--- src/rtl/wb_write_queue.sv ---
// Write-back queue ahead of the register file: buffers datapath writes, drains them in
// order onto wa3/we3/wd3, and forwards the newest pending value for a lookup address.
module wb_write_queue #(
    parameter int DEPTH = 4,
    parameter int DW    = 8,
    parameter int AW    = 4,
    parameter int NREG  = 8
) (
    input  logic                     clk,
    input  logic                     rst,
    input  logic                     in_valid,
    output logic                     in_ready,
    input  logic [AW-1:0]            in_addr,
    input  logic [DW-1:0]            in_data,
    input  logic                     drain_en,
    output logic [AW-1:0]            wa3,
    output logic                     we3,
    output logic [DW-1:0]            wd3,
    input  logic [AW-1:0]            ra,
    output logic                     fwd_hit,
    output logic [DW-1:0]            fwd_data,
    output logic [$clog2(DEPTH):0]   count,
    output logic                     full,
    output logic                     empty,
    output logic                     addr_err
);

    localparam int PW = $clog2(DEPTH);
    localparam logic [AW:0] NREG_L = (AW+1)'(NREG);

    logic [AW-1:0] q_addr [DEPTH];
    logic [DW-1:0] q_data [DEPTH];
    logic [PW-1:0] head;
    logic [PW-1:0] tail;
    logic [PW:0]   count_nxt;
    logic          push_hs;
    logic          in_range;
    logic          push;
    logic          pop;

    // Handshake completes even for out-of-range addresses; only in-range ones are stored.
    assign in_ready = ~full;
    assign push_hs  = in_valid & ~full;
    assign in_range = {1'b0, in_addr} < NREG_L;
    assign push     = push_hs & in_range;
    assign pop      = drain_en & ~empty;

    always_comb begin
        count_nxt = count;
        if (push && !pop)
            count_nxt = count + (PW+1)'(1);
        else if (pop && !push)
            count_nxt = count - (PW+1)'(1);
    end

    always_ff @(posedge clk) begin
        if (push) begin
            q_addr[tail] <= in_addr;
            q_data[tail] <= in_data;
        end
    end

    always_ff @(posedge clk) begin
        if (rst) begin
            head     <= '0;
            tail     <= '0;
            count    <= '0;
            full     <= 1'b0;
            empty    <= 1'b1;
            addr_err <= 1'b0;
            we3      <= 1'b0;
            wa3      <= '0;
            wd3      <= '0;
        end else begin
            if (push)
                tail <= tail + PW'(1);
            if (pop) begin
                head <= head + PW'(1);
                we3  <= 1'b1;
                wa3  <= q_addr[head];
                wd3  <= q_data[head];
            end else begin
                we3  <= 1'b0;
            end
            if (push_hs && !in_range)
                addr_err <= 1'b1;
            count <= count_nxt;
            full  <= (count_nxt == (PW+1)'(DEPTH));
            empty <= (count_nxt == '0);
        end
    end

    // Scan oldest to youngest so the newest match wins; the output stage is oldest of all.
    always_comb begin
        fwd_hit  = 1'b0;
        fwd_data = '0;
        if ({1'b0, ra} < NREG_L) begin
            if (we3 && (wa3 == ra)) begin
                fwd_hit  = 1'b1;
                fwd_data = wd3;
            end
            for (int k = 0; k < DEPTH; k++) begin
                if (((PW+1)'(k) < count) && (q_addr[head + PW'(k)] == ra)) begin
                    fwd_hit  = 1'b1;
                    fwd_data = q_data[head + PW'(k)];
                end
            end
        end
    end

endmodule
--- config.mk ---
export PLATFORM = sky130hd
export DESIGN_NAME = wb_write_queue
export DESIGN_NICKNAME = d
export VERILOG_FILES = /design/src/rtl/wb_write_queue.sv
export SDC_FILE = /design/constraint.sdc
export NUM_CORES = 1
export LEC_CHECK = 0
export BUFFER_PORTS_ARGS = -buffer_cell sky130_fd_sc_hd__buf_2
export CAP_MARGIN = 10
export CORE_ASPECT_RATIO = 1.25
export CORE_MARGIN = 4
export CORE_UTILIZATION = 55
export CTS_CLUSTER_DIAMETER = 100
export DETAILED_ROUTE_END_ITERATION = 10
export PLACE_DENSITY_LB_ADDON = 0.12
export SLEW_MARGIN = 20
export SYNTH_ARGS = -nofsm -noshare
export SYNTH_HDL_FRONTEND = slang
export SYNTH_SLANG_ARGS = --single-unit
--- constraint.sdc ---
create_clock -name clk -period 3.1 [get_ports clk]
set_input_delay 0.31 -clock clk [delete_from_list [all_inputs] [get_ports clk]]
set_output_delay 0.31 -clock clk [all_outputs]
set_load 0.005 [all_outputs]
==> flow_summary.toml <==
[die]
fp.coreArea_um2 = 8194
rows = 37
die-area_um2 = 9936
die_h_um = 110.5
start_util_pct = 56.36
fp.dieW_um = 89.96
io_pins = 49

[cells_and_area]
fillerInstances = 602
drive_above_1_share_pct = 40.10
syn2layout_area_growth_pct = 16.15
diodes = 0
layout.nets = 426
fin_util_pct = 65.46
design_area_um2 = 5364

[logic_synthesis]
yosysTopAreaCell = "edfxtp_1"
synth-compound-area-share_pct = 11.92
synth_mux_area_share_pct = 24.22
synth.top_cell.area_share_pct = 31.21
synth_top_family_by_area = "multiplexers"
ys_top_cells_by_count = "edfxtp_1, nand2_1, mux4_2, nor2_1, dfxtp_1"
async_reset_ff_share_pct = 0
ys_seq_elements = 73
yosysMostFrequentCell = "edfxtp_1"
yosysWarnings = 0
synthTopCellsByArea = "edfxtp_1, mux4_2, dfxtp_1, mux4_1, nand2_1"
synth_nets = 373
yosysUniqueCellTypes = 53
synth_cells = 346
synth_xor_area_share_pct = 4.795
post_synth.cell_area_avg_um2 = 13.35
synth_fa_ha_area_share_pct = 1.897
yosys_most_used_dff = "edfxtp_1"
synth-simple-area-share_pct = 10.78
synth.yosys.seq_area_share_pct = 42.05
synth_edf_count = 48
synth_area_um2 = 4618

[timing]
slew_headroom_pct = 56.60
post-route-period-util_pct = 97.82
skew_ns = 0.01667
hold_viol_final = 0
final_max_slew_viol_count = 0
max_freq_mhz = 329.8
period_needed_ns = 3.032
tightest_slew_ns = 0.6511
setup_violations = 0
rsz0062_at_grt = "true"
tns_ns = 0

[power_and_ir_drop]
swShare_pct = 30.49
p_seq_share_pct = 41.5
internal-power_w = 0.002009
ir_drop_mv = 0.3664
p_comb_share_pct = 30.2
power_density_nw_per_um2 = 538.9
p_clk_share_pct = 28.3
p_leak_nw = 1.861
power_switching_w = 0.0008814

[clock_tree]
cts_max_path_buffers = 2
insertion_delay_ns = 0.35
path_clk_slew_ns = 0.09
clock-sinks = 73
root_buffer = "clkbuf_8"
htreeDepth = 3
cts_tree = "done"
cts_made_buffers = 9

[grt]
antenna_found_initial = 0
grt.met3_usage_pct = 3.610
grt_overflow = 0
grt_max_degree = 27
grt_pass1_vias = 3032
use_met1_pct = 27.84
busiest_layer = "met2"
met2_usage_pct = 31.63
groute.usage.overall_pct = 19.76
grt_pass1_wl_um = 15670

[setup_path]
criticalPathCategory = "flip-flop to output pin"
cp.arrival_ns = 2.72
worstSetupStartpointType = "flip-flop"
cp-end-kind = "output pin"
cp_max_fo = 5
required_ns = 2.79
worst-r2r-setup-slack_ns = 1.41

[drt]
wire_per_inst_um = 19.46
via_per_inst = 6.206
ant_nets = 0
vias = 3109
routed_wl_um = 9749
drc = 0
drt_iter0_drc = 287
first_pass_iters = 5

[placement]
gp_congestion = 0.8848
io_buffers = 48
place_area_um2 = 4902
dp_hpwl_um = 7001

[worst_hold_path]
hp-class = "input pin to flip-flop"

[job]
maxCapViolCount = 0

[run_status]
status = "finished, final reports clean"
stage by stage:
step                      hold slack [ns]  setup slack, ns  total power (W)  cells
after floorplan                    0.3821           0.6147         0.001823    346
after global placement             0.4446           0.3073         0.001987    476
after detailed placement           0.4610           0.2668         0.001999    476
after CTS                          0.1600        0.0001084         0.002825    492
after global routing               0.1620         -0.06172         0.003056    501
final                              0.1737          0.06759         0.002890    501
timing repair:
| item | in CTS | in global routing |
|---|---|---|
| setup buffers | 0 | 8 |
| cloned | 0 | 1 |
| pin swaps | 0 | 10 |
| endpoints found under the setup margin | 8 | 9 |
| hold buffers | 0 | 0 |
| resized for setup | 5 | 19 |
registers in the layout, summed over array words and instances, names as in the netlist, named ones only:
name / flops
addr_err: 1
count: 3
empty: 1
full: 1
head: 2
q_addr: 16
q_data: 32
tail: 2
wa3: 4
wd3: 8
we3: 1
final timing paths:
check	from	to	cells after the start
max	q_addr[3][1]$_DFFE_PP_	fwd_data[0]	8
min	in_addr[2]	q_addr[0][2]$_DFFE_PP_	1
max reg2reg	empty$_SDFF_PP1_	full$_SDFF_PP0_	6
min reg2reg	addr_err$_SDFFE_PP0P_	addr_err$_SDFFE_PP0P_	2
layout by cell type, fill, tap and decap left out, drive strengths merged, types with 11 or more instances in the layout:
cell type	instances
buf	67
nor2	29
edfxtp	48
clkbuf	11
dfxtp	25
a21oi	17
nand2	39
xnor2	14
mux4	48
power by group through the flow:
stage | Combinational, W | Sequential, W | Clock [W]
final | 0.000873 | 0.00120 | 0.000818
after global routing | 0.000955 | 0.00122 | 0.000884
after CTS | 0.000792 | 0.00120 | 0.000833
after detailed placement | 0.000777 | 0.00122 | 0
after global placement | 0.000769 | 0.00122 | 0
after floorplan | 0.000644 | 0.00118 | 0
metal layers:
| layer | part of all wire, % | routed length, um | vias up |
|---|---|---|---|
| met4 | 2.0 | 194 | 0 |
| met1 | 45 | 4412 | 1533 |
| met3 | 4.8 | 465 | 16 |
| met2 | 48 | 4676 | 93 |
| met5 | 0 | 0 | - |
| li1 | - | - | 1467 |
critical path, cell delays in order, from the launching register on:
cell,delay [ns]
edfxtp_1,0.47
mux4_2,0.59
xnor2_4,0.24
o2111ai_4,0.18
nor2b_4,0.19
buf_4,0.16
a2111oi_4,0.34
nor2_1,0.07
buf_2,0.13
cell type report:
type                       count  area [um^2]  share of cell area [%]
multi-input combinational    239         2636                   49.15
sequential                    73         1954                   36.44
inverter                       8        30.03                  0.5598
clock buffer                  10        127.6                   2.379
timing repair buffer          68        402.9                   7.511
tap                           97        121.4                   2.263
clock inverter                 6        91.34                   1.703
logic make-up (layout without fill, tap and decap cells):
logic type	count (synthesis)	after routing
flops	73	73
xor+xnor	21	21
buf+inv	35	92
simple gates	98	98
mux	48	48
fa+ha+maj	7	7
compound gates	64	65
Note: power is estimated with default switching activity, not from simulation.
